===== config.mk =====
export PLATFORM = sky130hd
export DESIGN_NAME = ins_fetch
export DESIGN_NICKNAME = d
export VERILOG_FILES = /design/src/rtl/ins_fetch.sv
export SDC_FILE = /design/constraint.sdc
export NUM_CORES = 1
export LEC_CHECK = 0
export ABC_AREA = 0
export CORE_MARGIN = 3
export CORE_UTILIZATION = 42
export CTS_CLUSTER_DIAMETER = 40
export DETAILED_ROUTE_END_ITERATION = 10
export PLACE_DENSITY = 0.82
export SLEW_MARGIN = 20
export SYNTH_ARGS = -nofsm -noshare
export SYNTH_HDL_FRONTEND = slang
export SYNTH_SLANG_ARGS = --single-unit

===== constraint.sdc =====
create_clock -name clk -period 1.5 [get_ports clk]
set_input_delay 0.3 -clock clk [delete_from_list [all_inputs] [get_ports clk]]
set_output_delay 0.3 -clock clk [all_outputs]
set_load 0.01 [all_outputs]

===== src/rtl/ins_fetch.sv =====
// ---------------------------------------------------------------------------
// ins_fetch
//   Instruction fetch sequencer for a synchronous-read instruction memory.
//   Issues one read per instruction, captures the returned word, and offers
//   it downstream on a valid/ready handshake. On accept the PC either steps
//   sequentially (wrapping modulo 2**ADDR_WIDTH) or loads a jump target.
//   Fetching stops once the HALT instruction has been accepted.
//
//   state   | meaning
//   --------+----------------------------------------------------------
//   IDLE    | not running; waits for start
//   FETCH   | rEn=1 for one cycle at PC_address=pc
//   WAIT    | memory data returns; capture into ins_out / ins_pc
//   HOLD    | ins_valid=1 until the consumer accepts
//   HALTED  | HALT instruction accepted; done=1; waits for start
//
// Ports
//   clk, rst_n          clock, asynchronous active-low reset
//   start, abort        run control (abort wins over everything)
//   PC_address, rEn     instruction memory address / read enable
//   instruction         memory read data (one cycle after rEn)
//   ins_out, ins_pc     held instruction and the address it came from
//   ins_valid, ins_ready downstream handshake
//   jump_en, jump_addr  jump request, sampled only at accept
//   done                high while HALTED
//   fetch_count         instructions accepted since the last start
// ---------------------------------------------------------------------------
module ins_fetch #(
  parameter int                    ADDR_WIDTH = 8,
  parameter int                    INS_WIDTH  = 9,
  parameter logic [ADDR_WIDTH-1:0] START_ADDR = '0,
  parameter logic [INS_WIDTH-1:0]  HALT_INS   = 9'h1FF
) (
  input  logic                  clk,
  input  logic                  rst_n,
  input  logic                  start,
  input  logic                  abort,
  output logic [ADDR_WIDTH-1:0] PC_address,
  output logic                  rEn,
  input  logic [INS_WIDTH-1:0]  instruction,
  output logic [INS_WIDTH-1:0]  ins_out,
  output logic [ADDR_WIDTH-1:0] ins_pc,
  output logic                  ins_valid,
  input  logic                  ins_ready,
  input  logic                  jump_en,
  input  logic [ADDR_WIDTH-1:0] jump_addr,
  output logic                  done,
  output logic [15:0]           fetch_count
);

  typedef enum logic [2:0] {
    S_IDLE,
    S_FETCH,
    S_WAIT,
    S_HOLD,
    S_HALTED
  } state_t;

  state_t                state;
  logic [ADDR_WIDTH-1:0] pc;

  always_ff @(posedge clk or negedge rst_n) begin
    if (!rst_n) begin
      state       <= S_IDLE;
      pc          <= START_ADDR;
      ins_out     <= '0;
      ins_pc      <= '0;
      fetch_count <= '0;
    end else if (abort) begin
      // ins_out, ins_pc and fetch_count are deliberately left intact
      state <= S_IDLE;
      pc    <= START_ADDR;
    end else begin
      case (state)
        S_IDLE, S_HALTED: begin
          if (start) begin
            pc          <= START_ADDR;
            fetch_count <= '0;
            state       <= S_FETCH;
          end
        end
        S_FETCH: state <= S_WAIT;
        S_WAIT: begin
          ins_out <= instruction;
          ins_pc  <= pc;
          state   <= S_HOLD;
        end
        S_HOLD: begin
          if (ins_ready) begin
            fetch_count <= fetch_count + 16'd1;
            // HALT is checked first so a jump can never escape it
            if (ins_out == HALT_INS) begin
              state <= S_HALTED;
            end else begin
              if (jump_en) pc <= jump_addr;
              else         pc <= pc + ADDR_WIDTH'(1);
              state <= S_FETCH;
            end
          end
        end
        default: state <= S_IDLE;
      endcase
    end
  end

  // Status outputs decode from the state register alone
  assign PC_address = pc;
  assign rEn        = (state == S_FETCH);
  assign ins_valid  = (state == S_HOLD);
  assign done       = (state == S_HALTED);

endmodule


* Word level (Yosys, flattened, before mapping)
Cells that the tools add are included.
** Storage, ports and cells
- Register bits :: 44
- Input port bits :: 23
- Word-level logic and storage cells :: 40
** Cells by class
- Add/subtract/negate cells :: 2
- Equal/unequal tests :: 10
- Muxes and demuxes :: 14
- Bitwise operators :: 1
- Reduce and logical (&&, ||, !) cells :: 8
** Operator list (count)
- 8-bit two-way mux :: 5
- 16-bit two-way mux :: 2
- 16-bit case mux with 2 select lines :: 1
- 16-bit by 1-bit adder with 16-bit output (second input constant) :: 1
- 8-bit case mux with 2 select lines :: 1
- 3-bit two-way mux :: 4
- 3-bit case mux with 4 select lines :: 1
- 9-bit equality test (second input constant) :: 1
- 8-bit by 1-bit adder with 8-bit output (second input constant) :: 1
- 4-bit AND reduction :: 2
- 3-bit by 2-bit equality test with 1-bit output (second input constant) :: 2
- 3-bit != test (second input constant) :: 2
- 2-bit AND reduction :: 2
- 3-bit by 1-bit equality test with 1-bit output (second input constant) :: 1
- 3-bit equality test (second input constant) :: 1
- 3-bit zero test :: 1
- 3-bit by 2-bit != test with 1-bit output (second input constant) :: 1
- 3-bit nonzero test :: 1
- 2-bit by 1-bit != test with 1-bit output (second input constant) :: 1
- 2-bit != test (second input constant) :: 1
- 2-bit nonzero test :: 1
- 2-bit OR reduction :: 1
- 1-bit inverter :: 1

* Logic depth before layout (Yosys ltp)
- Word-level depth :: 6
- Gate-level depth with buffers :: 7
- Depth with buffers taken out :: 6

* Worst setup path after synthesis
OpenSTA, ideal clock, no wires.
- Path kind :: register to register
- Start :: register state[2]
- End :: register ins_out[0]
- Arrival time :: 1.531 ns
- Required time :: 1.375 ns
- Setup slack :: -0.155 ns
- Stages on the path, launching flop included :: 5
- Buffers on the path :: 2
- Cells stage by stage :: dfrtp_1 -> buf_2 -> nor4_4 -> buf_4 -> mux2_2
** Between the ends
- Word-level cells in the longest chain between the ends :: 2
** RTL lines
- start, declared :: line 59 : state_t state;
- start signal, assigned :: line 64 : state <= S_IDLE;
- start signal, assigned :: line 71 : state <= S_IDLE;
- start signal, assigned :: line 79 : state <= S_FETCH;
- 3-bit by 2-bit equality test with 1-bit output :: line 74 : case (state)
- 2-bit AND reduction (no line)
- end signal, assigned :: line 84 : ins_out <= instruction;
- end, declared :: line 41 : output logic [INS_WIDTH-1:0] ins_out,
Every way passes these cells.
A chain may end at the register's enable or synchronous reset.

* Worst setup path after layout
- Start :: register state[1]
- End :: register fetch_count[7]
** Between the ends
- Word-level cells in the longest chain between the ends :: 4
- Elaborated cells on any way between the ends :: 9
- Classes of those cells :: eq/ne (4); mux (1); reduce/logical (4)
** RTL lines
- 3-bit equality test / 3-bit zero test (equally long branches) :: line 74
- 2-bit OR reduction :: line 74
- 2-bit != test (no line) / 2-bit nonzero test (equally long branches)
- 4-bit AND reduction (no line)
- end signal, assigned :: line 90 : fetch_count <= fetch_count + 16'd1;
- end, declared :: line 48 : output logic [15:0] fetch_count
Parallel ways exist; a longest one is shown, timed or not.

==> impl_metrics.json <==
{
  "status": "finished, violations left",
  "failed_checks": "setup timing",
  "rsz0062_at_grt": "yes",
  "clock_skew_ns": 0.00601,
  "io_buffers": 66,
  "antenna_found_initial": 0,
  "diodes": 0,
  "finalSetupViolations": 46,
  "grt_use_total_pct": 24.1,
  "cp_max_fo": 3,
  "p_int_mw": 2.81,
  "insertion_delay_ns": 0.31,
  "drcViolationCount": 0,
  "p_comb_share_pct": 39.5,
  "swShare_pct": 31.5,
  "finalWorstSetupSlack_ns": -0.394,
  "vias_per_cell": 5.68,
  "hold_path.class": "input pin to async pin",
  "synthArstFlopShare_pct": 100,
  "net-switching-power_mw": 1.29,
  "root_buffer": "clkbuf_8",
  "placed_area_um2": 3130,
  "drive_above_1_share_pct": 44.6,
  "dieArea_um2": 6110,
  "final_nets": 365,
  "wl_per_cell_um": 20.0,
  "wl_um": 8170,
  "slew_viol_final": 0,
  "layout_common_cells": "51 x buf_4, 38 x dfrtp_1, 38 x dlygate4sd2_1",
  "fin_crit_sh_pct": 126,
  "grt_pass1_wl_um": 11600,
  "p_leak_nw": 1.95,
  "critPathLaunchType": "flop",
  "ys_ff_latch": 44,
  "htree_num_levels": 2,
  "synthFlopType": "dfrtp_1",
  "cp.required_ns": 1.69,
  "cts_sinks": 44,
  "clk_path_buf_depth": 2,
  "area_growth_pct": 79.3,
  "synth_edf_count": 0,
  "crit_path_end_kind": "flop",
  "grt_pass1_vias": 2305,
  "synth_warnings": 0,
  "finish.instance_area_um2": 3920,
  "drtIter0Drc": 194,
  "row_count": 25,
  "netlist_area_um2": 2190,
  "gp_congestion": 0.891,
  "core_area_um2": 4880,
  "synth.avg_cell_area_um2": 10.7,
  "first_pass_iters": 4,
  "die_h_um": 78.1,
  "relSlewSlack_pct": 69.3,
  "grt_start_max_net_pins": 23,
  "fin_crit_ns": 1.89,
  "hold_viol": 0,
  "overflow": 0,
  "synth_cell_type_count": 40,
  "reg2reg_slack_ns": -0.39,
  "path_class": "flop to flop",
  "post-route-util_pct": 80.3,
  "maxCapViolCount": 0,
  "synth_area_leader_cell": "dfrtp_1",
  "arrival_ns": 2.08,
  "power_per_cell_area_nw_per_um2": 1050,
  "synth.top_cell.area_share_pct": 50.4,
  "start_util_pct": 44.8,
  "reg2reg_depth": 8,
  "syn_nets": 229,
  "cts.clk_slew.worst_paths_ns": 0.09,
  "dpl.hpwl_um": 4050,
  "io_pins": 67,
  "synthTopCellsByArea": "dfrtp_1 50%, mux2_2 8.8%, xor2_1 5.2%",
  "clockPowerShare_pct": 23.9,
  "worst_pin_slew_ns": 0.459,
  "drtAntennaViolNets": 0,
  "layout_commonest_cell": "buf_4",
  "fmax_mhz": 528,
  "die_w_um": 78.1,
  "numCtsBuffers": 5,
  "r2r_end": "fetch_count[7]",
  "tritoncts": "yes",
  "yosysSeqAreaShare_pct": 50.4,
  "vdd_drop_max_v": 0.000580,
  "syn_inst": 204,
  "post-place-ws_ns": -0.587,
  "r2r-start": "state[1]",
  "vias": 2317,
  "seqPwrFrac_pct": 36.6
}
worst max-delay path: stages, from the launching register on:
cell and delay, ns:
dfrtp_1 0.41, buf_6 0.13, buf_4 0.14, buf_6 0.11, and4bb_2 0.26, and2_4 0.17
o211ai_1 0.21, xor2_1 0.26, nor2_1 0.08
registers in the layout (all words and copies together), names as in the netlist:
signal	cells
state	3
fetch_count	16
PC_address	8
ins_pc	8
ins_out	9
Yosys cell counts, types with 2 or more instances:
library cell,number
xor2_1,13
nand3_1,13
nand4_1,7
o21ai_0,8
and2_1,2
dfrtp_1,44
a21o_1,3
clkbuf_1,3
o2bb2ai_1,2
and3_1,7
a31oi_1,3
nor2_2,4
nand4b_1,2
inv_1,5
or3_1,3
nor2_1,19
a22oi_1,2
o31ai_1,4
buf_2,3
nand3b_1,2
buf_4,2
nor3b_1,3
a21oi_1,3
mux2_2,17
nand2_1,13
ha_1,2
nor3_1,2
repair_timing:
| item | CTS | global route |
|---|---|---|
| gates cloned | 3 | 0 |
| setup endpoints to repair | 84 | 48 |
| endpoints found under the hold margin | 12 | 0 |
| setup buffers | 28 | 13 |
| hold buffers | 1 | 0 |
| gates resized for setup | 115 | 36 |
| pin swaps | 20 | 20 |
worst max-delay path by stage:
stage	start	to	cells after the start
after floorplan	state[1]	fetch_count[13]	6
after global placement	start	fetch_count[15]	6
after detailed placement	start	fetch_count[11]	6
after CTS	state[1]	fetch_count[11]	7
after global routing	state[1]	fetch_count[7]	8
final	state[1]	fetch_count[7]	8
power by group through the flow:
stage	clock network, mW	logic, mW	registers (mW)
CTS	0.981	1.43	1.49
global route	1.03	1.72	1.53
global placement	0	1.09	1.51
floorplan	0	0.468	1.55
finish	0.981	1.62	1.50
detailed placement	0	1.11	1.52
metal layers:
metal	global-route usage [%]	part of all wire, %
met1	28.5	39
met2	42.6	52
met3	4.47	5.6
met4	10.1	3.1
met5	0	0
per-stage QoR:
step | total power, mW | TNS, ns | hold WS, ns | cells
after floorplan | 2.02 | -2.27 | 0.00441 | 204
after global placement | 2.60 | -14.85 | 0.216 | 358
after detailed placement | 2.64 | -15.57 | 0.220 | 358
after CTS | 3.90 | -6.71 | 0.438 | 398
after global routing | 4.28 | -12.24 | 0.468 | 408
final | 4.10 | -10.09 | 0.426 | 408
kinds of logic after synthesis:
family	count (synthesis)	share of synthesized area (%)
xor gates and xnor gates	13	5.21
adders and majority gates	2	1.14
muxes	18	9.22
AOI/OAI and AO/OA	31	10.1
and+or+nand+nor	82	20.7
DFF	44	50.4
buffers and inverters	14	3.26
area by class of cell:
cell class | instances | area [µm²]
fillers | 278 | 961
clock inverters | 2 | 38.8
clock buffers | 6 | 82.6
well taps | 67 | 83.8
inverters | 5 | 18.8
repair buffers | 138 | 1270
multi-input cells | 146 | 1320
flip-flops and latches | 44 | 1110
Note: power is estimated with default switching activity, not from simulation.
